### src/rtl/cmac_pkt_pkg.sv
// Shared definitions for the CMAC 100G AXIS packet generator and monitor:
// beat geometry, FSM state codes and the payload pattern helpers.
package cmac_pkt_pkg;

  localparam int unsigned BEAT_BYTES = 64;
  localparam int unsigned OFFSET_W   = 14;
  localparam int unsigned DATA_W     = 8 * BEAT_BYTES;
  localparam int unsigned SEQ_W      = 8;
  localparam int unsigned CNT_W      = 16;
  localparam int unsigned STATE_W    = 2;

  localparam logic [STATE_W-1:0] S_WAIT_ALIGN = 2'd0;
  localparam logic [STATE_W-1:0] S_ARMED      = 2'd1;
  localparam logic [STATE_W-1:0] S_IN_PKT     = 2'd2;
  localparam logic [STATE_W-1:0] S_DONE       = 2'd3;

  // Contiguous tkeep of the final beat for a frame of len bytes
  function automatic logic [BEAT_BYTES-1:0] last_keep(input logic [OFFSET_W-1:0] len);
    int unsigned rem;
    rem = 32'(len) % BEAT_BYTES;
    if (rem == 0) return '1;
    return (BEAT_BYTES'(1) << rem) - BEAT_BYTES'(1);
  endfunction

  // Payload byte at a given frame offset for sequence number seq
  function automatic logic [7:0] exp_byte(input logic [OFFSET_W-1:0] offset,
                                          input logic [SEQ_W-1:0]    seq);
    return 8'(offset + OFFSET_W'(seq));
  endfunction

endpackage

### src/rtl/cmac_pkt_pattern_chk.sv
// 64-lane payload comparator: flags, one cycle after the beat, whether any
// kept byte differs from the generator pattern.
module cmac_pkt_pattern_chk
  import cmac_pkt_pkg::*;
(
  input  logic                  clk,
  input  logic                  reset,
  input  logic                  vld_i,
  input  logic [DATA_W-1:0]     data_i,
  input  logic [BEAT_BYTES-1:0] keep_i,
  input  logic [OFFSET_W-1:0]   base_i,
  input  logic [SEQ_W-1:0]      seq_i,
  output logic                  mism_o
);

  logic [BEAT_BYTES-1:0] lane_mis_c;
  logic                  mism_d;
  logic                  mism_q;

  always_comb begin
    lane_mis_c = '0;
    for (int k = 0; k < BEAT_BYTES; k++) begin
      lane_mis_c[k] = keep_i[k] &&
                      (data_i[8*k +: 8] != exp_byte(base_i + OFFSET_W'(k), seq_i));
    end
    mism_d = vld_i && (|lane_mis_c);
  end

  always_ff @(posedge clk) begin
    if (reset) mism_q <= 1'b0;
    else       mism_q <= mism_d;
  end

  assign mism_o = mism_q;

endmodule

### src/rtl/cmac_usplus_0_axis_pkt_mon.sv
// RX AXIS packet monitor for the CMAC 100G loopback: checks frame length,
// tkeep shape, tuser and payload pattern, and counts good/bad frames.
module cmac_usplus_0_axis_pkt_mon
  import cmac_pkt_pkg::*;
#(
  parameter int unsigned PKT_NUM  = 1000,
  parameter int unsigned PKT_SIZE = 522
) (
  input  logic                  clk,
  input  logic                  reset,
  input  logic                  stat_rx_aligned,
  input  logic                  rx_axis_tvalid,
  input  logic [DATA_W-1:0]     rx_axis_tdata,
  input  logic [BEAT_BYTES-1:0] rx_axis_tkeep,
  input  logic                  rx_axis_tlast,
  input  logic                  rx_axis_tuser,
  output logic                  rx_aligned_led,
  output logic                  rx_busy_led,
  output logic                  rx_done_led,
  output logic                  rx_data_fail_led,
  output logic [CNT_W-1:0]      rx_pkt_cnt,
  output logic [CNT_W-1:0]      rx_err_cnt
);

  localparam int unsigned LAST_BYTES =
    ((PKT_SIZE % BEAT_BYTES) == 0) ? BEAT_BYTES : (PKT_SIZE % BEAT_BYTES);
  localparam logic [OFFSET_W-1:0]   LAST_BASE  = OFFSET_W'(PKT_SIZE - LAST_BYTES);
  localparam logic [BEAT_BYTES-1:0] LAST_KEEP  = last_keep(OFFSET_W'(PKT_SIZE));
  localparam logic [CNT_W:0]        NUM_TARGET = (CNT_W+1)'(PKT_NUM);

  logic [STATE_W-1:0]  state_q, state_d;
  logic [OFFSET_W-1:0] off_q, off_d;
  logic                ovf_q, ovf_d;
  logic                serr_q, serr_d;
  logic [SEQ_W-1:0]    seq_q, seq_d;
  logic                fin_q, fin_d;
  logic                fin_bad_q, fin_bad_d;
  logic                pat_acc_q, pat_acc_d;
  logic [CNT_W-1:0]    pkt_q, pkt_d;
  logic [CNT_W-1:0]    err_q, err_d;
  logic                fail_q, fail_d;
  logic                done_q, done_d;
  logic                busy_q, busy_d;
  logic                aligned_q;

  logic                acc_c, last_c, abort_c, beat_bad_c, frame_bad_c, hit_c;
  logic [OFFSET_W:0]   off_sum_c;
  logic                mism;

  cmac_pkt_pattern_chk u_chk (
    .clk    (clk),
    .reset  (reset),
    .vld_i  (acc_c),
    .data_i (rx_axis_tdata),
    .keep_i (rx_axis_tkeep),
    .base_i (off_q),
    .seq_i  (seq_q),
    .mism_o (mism)
  );

  // Beat acceptance, frame tracking and the count stage one cycle behind
  always_comb begin
    acc_c = rx_axis_tvalid &&
            ((state_q == S_DONE) ||
             ((state_q == S_ARMED) && stat_rx_aligned) ||
             ((state_q == S_IN_PKT) && (stat_rx_aligned || rx_axis_tlast)));
    last_c  = acc_c && rx_axis_tlast;
    abort_c = (state_q == S_IN_PKT) && !stat_rx_aligned &&
              !(rx_axis_tvalid && rx_axis_tlast);

    if (rx_axis_tlast) begin
      beat_bad_c = (rx_axis_tkeep != LAST_KEEP) || (off_q != LAST_BASE) ||
                   ovf_q || rx_axis_tuser;
    end else begin
      beat_bad_c = (rx_axis_tkeep != {BEAT_BYTES{1'b1}});
    end

    off_sum_c = {1'b0, off_q} + (OFFSET_W+1)'(BEAT_BYTES);

    off_d  = off_q;
    ovf_d  = ovf_q;
    serr_d = serr_q;
    if (last_c || abort_c) begin
      off_d  = '0;
      ovf_d  = 1'b0;
      serr_d = 1'b0;
    end else if (acc_c) begin
      if (off_sum_c[OFFSET_W]) begin
        off_d = '1;
        ovf_d = 1'b1;
      end else begin
        off_d = off_sum_c[OFFSET_W-1:0];
      end
      serr_d = serr_q || beat_bad_c;
    end

    fin_d     = last_c || abort_c;
    fin_bad_d = abort_c || (last_c && (serr_q || beat_bad_c));
    seq_d     = fin_d ? (seq_q + SEQ_W'(1)) : seq_q;

    // The pattern verdict of the tlast beat arrives together with fin_q
    frame_bad_c = fin_bad_q || pat_acc_q || mism;
    pat_acc_d   = fin_q ? 1'b0 : (pat_acc_q || mism);

    pkt_d  = pkt_q;
    err_d  = err_q;
    fail_d = fail_q;
    hit_c  = 1'b0;
    if (fin_q) begin
      if (pkt_q != {CNT_W{1'b1}}) begin
        pkt_d = pkt_q + CNT_W'(1);
        hit_c = (({1'b0, pkt_q} + (CNT_W+1)'(1)) == NUM_TARGET);
      end
      if (frame_bad_c) begin
        fail_d = 1'b1;
        if (err_q != {CNT_W{1'b1}}) err_d = err_q + CNT_W'(1);
      end
    end
  end

  // Next-state logic
  always_comb begin
    state_d = state_q;
    case (state_q)
      S_WAIT_ALIGN: if (stat_rx_aligned) state_d = S_ARMED;
      S_ARMED: begin
        if (!stat_rx_aligned)                         state_d = S_WAIT_ALIGN;
        else if (rx_axis_tvalid && !rx_axis_tlast)    state_d = S_IN_PKT;
      end
      S_IN_PKT: begin
        if (rx_axis_tvalid && rx_axis_tlast)
          state_d = stat_rx_aligned ? S_ARMED : S_WAIT_ALIGN;
        else if (!stat_rx_aligned)
          state_d = S_WAIT_ALIGN;
      end
      S_DONE:  state_d = S_DONE;
      default: state_d = S_WAIT_ALIGN;
    endcase
    if (hit_c) state_d = S_DONE;

    busy_d = (state_d == S_ARMED) || (state_d == S_IN_PKT);
    done_d = (state_d == S_DONE);
  end

  always_ff @(posedge clk) begin
    if (reset) state_q <= S_WAIT_ALIGN;
    else       state_q <= state_d;
  end

  always_ff @(posedge clk) begin
    if (reset) begin
      off_q     <= '0;
      ovf_q     <= 1'b0;
      serr_q    <= 1'b0;
      seq_q     <= '0;
      fin_q     <= 1'b0;
      fin_bad_q <= 1'b0;
      pat_acc_q <= 1'b0;
      pkt_q     <= '0;
      err_q     <= '0;
      fail_q    <= 1'b0;
      done_q    <= 1'b0;
      busy_q    <= 1'b0;
      aligned_q <= 1'b0;
    end else begin
      off_q     <= off_d;
      ovf_q     <= ovf_d;
      serr_q    <= serr_d;
      seq_q     <= seq_d;
      fin_q     <= fin_d;
      fin_bad_q <= fin_bad_d;
      pat_acc_q <= pat_acc_d;
      pkt_q     <= pkt_d;
      err_q     <= err_d;
      fail_q    <= fail_d;
      done_q    <= done_d;
      busy_q    <= busy_d;
      aligned_q <= stat_rx_aligned;
    end
  end

  assign rx_aligned_led   = aligned_q;
  assign rx_busy_led      = busy_q;
  assign rx_done_led      = done_q;
  assign rx_data_fail_led = fail_q;
  assign rx_pkt_cnt       = pkt_q;
  assign rx_err_cnt       = err_q;

endmodule

### config.mk
export PLATFORM = sky130hd
export DESIGN_NAME = cmac_usplus_0_axis_pkt_mon
export DESIGN_NICKNAME = d
export VERILOG_FILES = /design/src/rtl/cmac_pkt_pkg.sv /design/src/rtl/cmac_pkt_pattern_chk.sv /design/src/rtl/cmac_usplus_0_axis_pkt_mon.sv
export SDC_FILE = /design/constraint.sdc
export NUM_CORES = 1
export LEC_CHECK = 0
export BUFFER_PORTS_ARGS = -buffer_cell sky130_fd_sc_hd__buf_2
export CAP_MARGIN = 20
export CORE_AREA = 2 2 238 240
export DETAILED_ROUTE_END_ITERATION = 16
export DIE_AREA = 0 0 240 242
export REMOVE_ABC_BUFFERS = 1
export SETUP_SLACK_MARGIN = 0.1
export SLEW_MARGIN = 20
export SYNTH_ARGS = -nofsm -noshare
export SYNTH_HDL_FRONTEND = slang
export SYNTH_HIERARCHICAL = 1
export SYNTH_SLANG_ARGS = --single-unit
### constraint.sdc
create_clock -name clk -period 5.4 [get_ports clk]
set_clock_uncertainty 0.15 [all_clocks]
set_input_delay 1.08 -clock clk [delete_from_list [all_inputs] [get_ports clk]]
set_output_delay 1.08 -clock clk [all_outputs]
set_load 0.01 [all_outputs]
Word-level counts from Yosys, hierarchy flattened --
Cells that the tools add are included. Widths: inputs -> output; s select.
Storage, ports and cells: output and inout port bits 36, input port bits 582, bits in registers 66, logic and storage cells 333
Cells by class: multiplexer cells 12, reductions and logical operators 98, equality and inequality tests 76, $add $sub $neg 132
Operator list (number):
- $add 8x8->8 | 64
- $ne 8x8->1 | 64
- $add 8x6->8 const B | 32
- $add 8x5->8 const B | 16
- $logic_and 1x1->1 | 74
- $add 8x4->8 const B | 8
- $ne 64x10->1 const B | 1
- $ne 64x64->1 const B | 1
- $reduce_or 64->1 | 1
- $add 16x1->16 const B | 2
- $add 8x3->8 const B | 4
- $ne 16x16->1 const B | 2
- $add 16x1->17 const B | 1
- $eq 17x10->1 const B | 1
- $add 8x1->8 const B | 2
- $add 8x2->8 const B | 2
- $add 14x7->15 const B | 1
- $mux 14 | 1
- $ne 14x10->1 const B | 1
- $logic_or 1x1->1 | 13
- $mux 2 | 6
- $eq 2x2->1 const B | 4
- $pmux 2 s4 | 1
- $reduce_and 2->1 | 3
- 6 further kinds | 13

Logic depth before layout (Yosys ltp) --
Gate-level depths: netlist of the first run.
depth after elaboration 8, mapped depth 18, mapped depth without buffers 15

Cells and area by module --
The synthesis of the first run kept the hierarchy.
Modules (own cells, without submodules):
- cmac_pkt_pattern_chk | area an instance 12443.2 µm², seq. area each 20.0 µm², times used 1, cells an instance 1714
- cmac_usplus_0_axis_pkt_mon | area an instance 3338.2 µm², seq. area each 1201.2 µm², times used 1, cells an instance 386

Worst setup path before layout of the first run --
Ideal clock, no wire load.
path type register to register, start point register off_q[4], end point register u_chk.mism_q, in the netlist u_chk/mism_o, period minus slack after synthesis 4.571 ns, arrival time 4.288 ns, stages on the path, launching flop included 15, buffers on the path 1, library setup time 0.134 ns, slack 0.829 ns, data required time 5.116 ns, path through dfxtp_1 inv_1 ha_1 buf_2 inv_1 fa_1 xor2_1 xor2_1 nor4_1 o2111ai_1 o41ai_1 nand4_1 or4_1 nor4_1 a311oi_1
On the way: word-level cells in the longest chain between the ends 6, elaborated cells between the ends (all ways) 257, those cells by class add/sub: 127; eq/ne: 64; reduce/logical: 66
Ends and longest elaborated chain:
- start, declared | RTL line cmac_usplus_0_axis_pkt_mon.sv:32 | logic [OFFSET_W-1:0] off_q, off_d;
- start signal, assigned | RTL line cmac_usplus_0_axis_pkt_mon.sv:152 | off_q <= '0;
- start signal, assigned | RTL line cmac_usplus_0_axis_pkt_mon.sv:166 | off_q <= off_d;
- $add 8x1->8 (tied with other cells) | RTL line cmac_pkt_pattern_chk.sv:24 | (data_i[8*k +: 8] != exp_byte(base_i + OFFSET_W'(k), seq_i));
- $add 8x8->8 | RTL line cmac_pkt_pkg.sv:28 | return 8'(offset + OFFSET_W'(seq));
- $ne 8x8->1 | RTL line cmac_pkt_pattern_chk.sv:24
- $logic_and 1x1->1 | RTL line cmac_pkt_pattern_chk.sv:23 | lane_mis_c[k] = keep_i[k] &&
- $reduce_or 64->1 (*) | RTL line cmac_pkt_pattern_chk.sv:26 | mism_d = vld_i && (|lane_mis_c);
- $logic_and 1x1->1 (*) | RTL line cmac_pkt_pattern_chk.sv:26
- end signal, assigned | RTL line cmac_pkt_pattern_chk.sv:31 | else mism_q <= mism_d;
- end, declared | RTL line cmac_pkt_pattern_chk.sv:18 | logic mism_q;
Mark *: on every way between the ends. The rest lies on a longest branch, timed or not. A chain may end at the register's enable or synchronous reset.

Final worst setup path of the first run --
Same ends and word-level chain as after synthesis.

==> impl_summary.log, run 1 <==
[metrics] Cell Chain, Critical Path: buf_4 > inv_1 > ha_1 > buf_4 > xor2_2 > ha_1 > or2_0 > a21oi_1 > xnor2_1 > nand3_1 > o41ai_1 > buf_4 > nand4_1 > or4_1 > nor4_1 > buf_4 > a311oi_1
[metrics] leading area contributor after synthesis: xnor2_1
[metrics] HPWL reported at the end of detailed placement: 84800 um
[metrics] slowest CP cell: or2_0
[metrics] number of nets in the final layout: 3411
[metrics] overall fraction of global-route tracks in use: 32.6%
[metrics] Max Clock Freq: 0.197 GHz
[metrics] hold path start: ovf_q
[metrics] die boundary height: 242 um
[metrics] # Max-Cap Violations: 0
[metrics] wire length of the first global-routing pass: 137000 um
[metrics] routability congestion estimate from global placement: 1.02
[metrics] Critical Path Max Stage Delay: 560 ps
[metrics] number of detailed-routing iterations run before antenna repair: 6
[metrics] most frequently used flop master after synthesis: dfxtp_1
[metrics] Critical path origin: off_q[4]
[metrics] reg-to-reg critical path startpoint: off_q[4]
[metrics] number of levels in the clock H-tree: 3
[metrics] transition time at the pin with the least slew margin: 1080 ps
[metrics] Critical Path Source Type: flop
[metrics] Post-CTS Hold Fix Bufs: 0
[metrics] Area growth syn-to-layout: 32.9%
[metrics] WL per Instance: 27.8 um
[metrics] vias per inst: 5.51
[metrics] number of rows created at floorplan: 87
[metrics] static leakage power: 0.00857 uW
[metrics] count of distinct cell types in the synthesized netlist: 104
[metrics] ys async rst share: 0%
[metrics] EDFF count, synth: 0
[metrics] clock tree from TritonCTS: built
[metrics] count of buffers inserted at the top-level ports: 617
[metrics] DRC violation count after routing: 0
[metrics] number of max-slew violations in the final report: 0
[metrics] clock root buffer master: clkbuf_16
[metrics] kind of critical path: flop to flop
[metrics] area fraction of the dominant cell type after synthesis: 23.5%
[metrics] arrival time at the worst endpoint: 5110 ps
[metrics] data required time at the worst endpoint: 5440 ps
[metrics] number of primary I/O pins: 618
[metrics] starting utilization of the core area: 28.3%
[metrics] clock period minus worst slack: 5070 ps
[metrics] die area: 58100 um2
[metrics] summed area of non-filler cells in the final layout: 21000 um2
[metrics] final setup TNS: 0 ps
[metrics] proportion of synthesized chip area in sequential cells: 7.74%
[metrics] Iteration-0 DRC Markers: 2160
[metrics] final standard cell utilization of the core: 37.6%
[metrics] final WL: 99100 um
[metrics] number of endpoints failing setup at the final stage: 0
[metrics] number of synthesized register bits: 61
[metrics] ratio of final minimum period to clock period: 93.9%
[metrics] kind of end point of the critical path: flop
[metrics] gate count of the mapped netlist: 2100
[metrics] worst max-slew margin expressed relative to the limit: 27.8%
[metrics] Syn Area/Cell: 7.51 um2
[metrics] worst hold path class: flop to flop
[metrics] power density of the placed cells: 92.9 nW/um2
[metrics] number of global-route vias before repair: 19.0k
[metrics] result of the run: complete, no violations
[metrics] latest clock arrival within the worst-skew pair: 330 ps
[metrics] total count of hold-check failures in the final report: 0
[metrics] placement-stage cell area: 20600 um2
[metrics] RSZ-0062 raised after global routing: no
[metrics] remaining antenna violation count after routing: 0
[metrics] largest net degree at the start of global routing: 54
[metrics] maximum VDD drop: 0.137 mV
[metrics] overall via count from detail_route: 19.7k
[metrics] CP Max Fanout: 18
[metrics] clock transition at the register clock pins on the worst setup and hold paths after CTS: 60 ps
[metrics] width of the chip: 240 um
[metrics] number of sinks driven by the clock tree: 61
[metrics] maximum buffer depth of the clock tree: 2
[metrics] number of buffers inserted during clock tree synthesis: 9
[metrics] Core Footprint: 55700 um2
[metrics] post-synth design cell area: 15800 um2
[metrics] total number of yosys warnings: 6
[metrics] proportion of layout cells with a drive suffix above 1: 30.8%
[metrics] Crit path top cell by count: buf_4
[metrics] GRT overflow: 0
[metrics] antenna violations before repair: 56
[metrics] Area contributors post-synth: xnor2_1 24%, xor2_1 15%, dfxtp_1 7.7%, a21oi_1 4.2%, ha_1 3.7%
through the flow:
stage / power (uW) / hold slack, ps / setup WS (ps) / std cells
6_report: 1950 / 306 / 328 / 3569
5_1_grt: 2030 / 363 / 116 / 3556
4_1_cts: 1950 / 311 / 359 / 3536
3_5_place_dp: 1350 / 303 / 372 / 3520
3_3_place_gp: 1360 / 296 / 389 / 3520
2_1_floorplan: 862 / 275 / -562 / 1981
cell families (layout without fill, tap and decap cells):
kind of cell	after synthesis	count (layout)	synth area share, %
AOI/OAI and AO/OA	534	534	23.0
xor gates and xnor gates	704	704	40.1
adders and majority gates	54	54	4.61
buffers and inverters	180	860	5.32
DFF	61	61	7.74
muxes	10	10	0.642
other	0	33	0
and+or+nand+nor	557	557	18.6
flip-flops by register name (all words and copies together) (netlist names):
register,count
rx_err_cnt,16
rx_pkt_cnt,16
off_q,9
seq_q,8
state_q,2
fin_bad_q,1
fin_q,1
ovf_q,1
pat_acc_q,1
rx_aligned_led,1
rx_busy_led,1
rx_data_fail_led,1
rx_done_led,1
serr_q,1
u_chk/mism_o,1
repair_timing:
item / in CTS / in global routing
setup buffers: 0 / 0
endpoints found under the setup margin: 0 / 1
gates resized for setup: 0 / 1
cells in the mapped netlist (21+ instances only):
library cell  number
a31oi_1           27
inv_1             60
nand3_1           55
clkbuf_1          37
and3_1            22
a21oi_1          134
ha_1              47
buf_2             50
o211ai_1          27
nor4_1            45
dfxtp_1           61
nand2_1           81
nand4_1           84
nor3_1            49
xnor2_1          424
o31ai_1           21
o41ai_1           27
o21ai_0          110
xor2_1           265
nor2_1           129
layout make-up:
cell class | instances | area (um2)
diodes | 33 | 82.6
fillers | 6176 | 34800
well taps | 756 | 946
clock inverters | 4 | 47.5
flip-flops and latches | 61 | 1220
repair buffers | 783 | 4400
clock buffers | 12 | 246
multi-input cells | 1859 | 13800
inverters | 61 | 229
per-layer routing:
layer  vias to the layer above  share of wire [%]  track usage, %
met4                        48                4.1            13.1
met3                       238                 11            9.29
met1                      9258                 40            41.1
met2                      1164                 45            52.0
met5                         -               0.29               0
li1                       8966                  -               -
worst max-delay path: cells and delay by family, from the launching register on:
kind | cells | cell delay [ps]
compound gates | 3 | 620
buf+inv | 5 | 900
simple gates | 5 | 1630
xor+xnor | 2 | 650
flops | 1 | 340
fa+ha+maj | 2 | 620
worst paths after layout:
check | slack [ps] | end | cells after the start
worst max-delay path | 330 | u_chk/mism_o | 17
worst min-delay path | 310 | ovf_q | 2
worst max register to register | 330 | u_chk/mism_o | 17
worst min register to register | 310 | ovf_q | 2
where the power goes:
part	total (uW)	switching (uW)	internal (uW)
Clock	582	213	368
Sequential	459	4.75	454
Combinational	908	491	416
placed cells by master (no fill, tap or decap), types with 8 or more instances in the layout:
cell / instances
nor3_1: 49
a211oi_1: 15
nor2b_1: 19
o41ai_1: 27
a21o_1: 15
nand2_1: 81
o21ai_0: 110
nor4_1: 45
xnor2_1: 423
dfxtp_1: 61
diode_2: 33
o22ai_1: 20
nand3_1: 55
a31oi_1: 26
a2111oi_0: 12
ha_1: 44
o21a_1: 8
and4_1: 8
inv_1: 60
and3_1: 22
xor2_1: 265
nand4_1: 84
nor2_1: 129
a21oi_1: 134
buf_2: 617
and2_1: 8
o211ai_1: 27
clkbuf_16: 9
o31ai_1: 21
o2111ai_1: 15
nand2b_1: 9
mux2i_1: 9
a221oi_1: 10
buf_4: 161
No activity file was read; power rests on OpenSTA's default activity.
==> run 2: changes to the inputs <==
--- a/config.mk
+++ b/config.mk
@@ -5,11 +5,15 @@
 export SDC_FILE = /design/constraint.sdc
 export NUM_CORES = 1
 export LEC_CHECK = 0
+export ABC_AREA = 1
 export BUFFER_PORTS_ARGS = -buffer_cell sky130_fd_sc_hd__buf_2
 export CAP_MARGIN = 20
-export CORE_AREA = 2 2 238 240
+export CELL_PAD_IN_SITES_DETAIL_PLACEMENT = 0
+export CELL_PAD_IN_SITES_GLOBAL_PLACEMENT = 1
+export CORE_AREA = 2 2 244 246
 export DETAILED_ROUTE_END_ITERATION = 16
-export DIE_AREA = 0 0 240 242
+export DIE_AREA = 0 0 246 248
+export PLACE_DENSITY_LB_ADDON = 0.25
 export REMOVE_ABC_BUFFERS = 1
 export SETUP_SLACK_MARGIN = 0.1
 export SLEW_MARGIN = 20
==> run 2 against run 1 <==
Against the previous run:
- largest power group unchanged
- register-to-register slack better by 240 ps
- largest cell class unchanged
- via count up 30%
- worst setup slack better by 240 ps
- maximum frequency up 5.0%
- sequential share of layout area down 0.49 points
- core utilization up 1.5 points
- global-route usage up 1.3 points
- combinational power up 4.0%
- critical path depth up 7
- clock power up 6.0%
==> impl_summary.log, run 2 <==
[metrics] placement-stage cell area: 22500 um2 (+9.4%)
[metrics] largest net degree at the start of global routing: 55 (+1.9%)
[metrics] ys async rst share: 0% (unchanged)
[metrics] M3 GR Usage: 5.57% (-3.7 points)
[metrics] total instance count after detailed placement: 5025 (+43%)
[metrics] die boundary height: 248 um (+2.5%)
[metrics] number of primary I/O pins: 618 (unchanged)
[metrics] clock period minus worst slack: 4830 ps (-241 ps)
[metrics] number of nets in the final layout: 4899 (+44%)
[metrics] Syn Area/Cell: 5.02 um2 (-33%)
[metrics] Post-CTS Hold Fix Bufs: 0 (unchanged)
[metrics] DRC violation count after routing: 0 (unchanged)
[metrics] CP Max Fanout: 11 (-7)
[metrics] total internal power: 1220 uW (-1.4%)
[metrics] routability congestion estimate from global placement: 1.00 (-2.2%)
[metrics] static leakage power: 0.0130 uW (+52%)
[metrics] Iteration-0 DRC Markers: 2141 (-0.88%)
[metrics] Area contributors post-synth: nand2_1 30%, nand3_1 13%, inv_1 8.9%, xor2_1 8.0%, nor2_1 7.5%
[metrics] number of synthesized register bits: 61 (unchanged)
[metrics] maximum buffer depth of the clock tree: 2 (unchanged)
[metrics] maximum VDD drop: 0.141 mV (+2.7%)
[metrics] worst max-slew margin expressed relative to the limit: 25.3% (-2.5 points)
[metrics] RSZ-0062 raised after global routing: no
[metrics] clock tree from TritonCTS: built
[metrics] EDFF count, synth: 0 (unchanged)
[metrics] gate count of the mapped netlist: 3680 (+75%)
[metrics] count of distinct cell types in the synthesized netlist: 45 (-57%)
[metrics] ratio of final minimum period to clock period: 89.5% (-4.5 points)
[metrics] result of the run: complete, no violations
[metrics] worst hold path class: flop to flop
[metrics] wire length of the first global-routing pass: 152000 um (+11%)
[metrics] area fraction of the dominant cell type after synthesis: 29.9% (+6.4 points)
[metrics] met2 usage in global routing: 58.0% (+5.9 points)
[metrics] fraction of power consumed by sequential logic: 22.9% (-0.6 points)
[metrics] overall via count from detail_route: 25.6k (+30%)
[metrics] clock transition at the register clock pins on the worst setup and hold paths after CTS: 60 ps (about the same)
[metrics] combined area of the multi-input logic cells: 15100 um2 (+9.6%)
[metrics] Post CTS Setup Buffer Count: 0 (unchanged)
[metrics] final WL: 108000 um (+9.5%)
[metrics] vias per inst: 5.05 (-8.4%)
[metrics] GR met1 Demand/Resource: 42.1% (+1.0 points)
[metrics] kind of critical path: flop to flop
[metrics] final standard cell utilization of the core: 39.2% (+1.5 points)
[metrics] library cell with the highest instance count after synthesis: nand2_1
[metrics] summed area of non-filler cells in the final layout: 22900 um2 (+9.2%)
[metrics] number of detailed-routing iterations run before antenna repair: 6 (unchanged)
[metrics] clock root buffer master: clkbuf_16
[metrics] post-route total power: 2020 uW (+3.9%)
[metrics] kind of end point of the critical path: flop
[metrics] number of levels in the clock H-tree: 3 (unchanged)
[metrics] Critical Path Source Type: flop
[metrics] overall fraction of global-route tracks in use: 34.0% (+1.3 points)
[metrics] post-cts sizing count: 0 (unchanged)
[metrics] starting utilization of the core area: 31.6% (+3.3 points)
[metrics] GRT overflow: 0 (unchanged)
[metrics] transition time at the pin with the least slew margin: 1110 ps (+29.9 ps)
[metrics] post-synth design cell area: 18500 um2 (+17%)
[metrics] proportion of synthesized chip area in sequential cells: 6.61% (-1.1 points)
[metrics] Register-to-Register Setup Slack: 570 ps (+240 ps)
[metrics] layout filler cell count: 6990 (+13%)
[metrics] die area: 61000 um2 (+5.0%)
[metrics] # Max-Cap Violations: 0 (unchanged)
[metrics] combined flip-flop and latch cell area: 1220 um2 (unchanged)
[metrics] number of sinks driven by the clock tree: 61 (unchanged)
[metrics] data required time at the worst endpoint: 5490 ps (+50 ps)
[metrics] switching power: 804 uW (+13%)
[metrics] clock network fraction of total power: 30.5% (+0.6 points)
[metrics] most common library cell in the layout ignoring fill and taps: nand2_1
[metrics] width of the chip: 246 um (+2.5%)
[metrics] total count of hold-check failures in the final report: 0 (unchanged)
[metrics] total number of yosys warnings: 6 (unchanged)
[metrics] global route hottest layer: met2
[metrics] power density of the placed cells: 88.4 nW/um2 (-4.8%)
[metrics] number of rows created at floorplan: 89 (+2.3%)
[metrics] commonest cells after routing, fill and taps aside: 1473 x nand2_1, 617 x buf_2, 470 x nand3_1, 436 x inv_1, 368 x nor2_1
[metrics] switching portion of total power: 39.7% (+3.3 points)
[metrics] top cells by instance count after synthesis: 1474 x nand2_1, 470 x nand3_1, 436 x inv_1
[metrics] Area growth syn-to-layout: 23.9%
[metrics] count of buffers inserted at the top-level ports: 617 (unchanged)
[metrics] final setup TNS: 0 ps (unchanged)
[metrics] antenna violations before repair: 33 (-41%)
[metrics] Max Clock Freq: 0.207 GHz (+5.0%)
[metrics] proportion of layout cells with a drive suffix above 1: 17.4% (-13 points)
[metrics] arrival time at the worst endpoint: 4920 ps (-190 ps)
[metrics] Core Footprint: 58500 um2 (+4.9%)
[metrics] number of endpoints failing setup at the final stage: 0 (unchanged)
[metrics] number of global-route vias before repair: 23.2k (+22%)
[metrics] WL per Instance: 21.4 um (-23%)
[metrics] number of standard cells in the layout, taps in and fillers out: 5066 (+42%)
[metrics] number of buffers inserted during clock tree synthesis: 9 (unchanged)
[metrics] combinational fraction of design power: 46.6% (about the same)
[metrics] leading area contributor after synthesis: nand2_1
[metrics] latest clock arrival within the worst-skew pair: 350 ps (+20 ps)
[metrics] remaining antenna violation count after routing: 0 (unchanged)
[metrics] most frequently used flop master after synthesis: dfxtp_1
[metrics] HPWL reported at the end of detailed placement: 91200 um (+7.5%)
[metrics] number of max-slew violations in the final report: 0 (unchanged)
==> run 2: cell types whose count changed after synthesis, sizes merged, moves of 29 or more <==
cell / delta
nand3b: +71
xor2: -102
nand3: +417
nor2: +249
nor4: -44
nand2: +1400
a21oi: -29
o21ai: -38
inv: +381
xnor2: -304
==> run 2: final timing paths <==
| check | startpoint | to | cells after the start |
|---|---|---|---|
| setup / recovery | off_q[4] | u_chk/mism_o | 24 |
| hold / removal | fin_q | pat_acc_q | 1 |
| setup reg to reg | off_q[4] | u_chk/mism_o | 24 |
| hold reg to reg | fin_q | pat_acc_q | 1 |
==> run 2: metal layers <==
layer,part of all wire [%],vias up,routed length (um)
met4,4.6,22,5040
met1,40,11488,43500
met3,8.8,214,9530
li1,-,12695,-
met5,0.13,-,136
met2,46,1154,50200
==> run 2: logic make-up after synthesis <==
group           count (synthesis)  synth area share (%)
flops                          61                  6.61
xor+xnor                      298                  14.3
compound gates                202                  5.84
fa+ha+maj                      54                  3.94
simple gates                 2516                  57.6
buf+inv                       549                  11.7
==> run 2: final cells by class <==
| class | count | area share [%] |
|---|---|---|
| Sequential cell | 61 | 5.33 |
| Tap cell | 773 | 4.22 |
| Inverter | 445 | 7.30 |
| Antenna cell | 25 | 0.273 |
| Clock inverter | 7 | 0.361 |
| Multi-Input combinational cell | 3070 | 66.1 |
| Timing Repair Buffer | 676 | 15.5 |
| Clock buffer | 9 | 0.984 |
==> run 2: power by group through the flow <==
| stage | Clock (uW) | Combinational (uW) | Sequential (uW) |
|---|---|---|---|
| 6_report | 617 | 944 | 463 |
| 5_1_grt | 643 | 1030 | 464 |
| 4_1_cts | 628 | 939 | 463 |
| 3_5_place_dp | 0 | 933 | 473 |
| 3_3_place_gp | 0 | 930 | 473 |
| 2_1_floorplan | 0 | 462 | 473 |
==> run 2: worst max-delay path, cell delays in order (launching register included) <==
cell and delay (ps):
dfxtp_1 450, inv_1 120, ha_1 570, inv_1 380, nand2_1 140, nand2_1 230, ha_1 300, inv_1 60
nand2_1 230, nand2_1 130, nand2_1 200, nand2_1 110, nand2_1 50, nor2_1 300, nand3_1 120, nor2_1 200
nand3_1 100, nand2_1 70, nand3_1 60, nor2_1 350, nand2_1 90, nor2_1 100, nand2_1 60, nor2_1 110
nor2_1 40
==> run 2: metrics by stage <==
stage	hold slack (ps)	setup slack (ps)
global placement	283	618
CTS	288	592
global route	321	231
detailed placement	280	612
finish	294	569
floorplan	248	1000
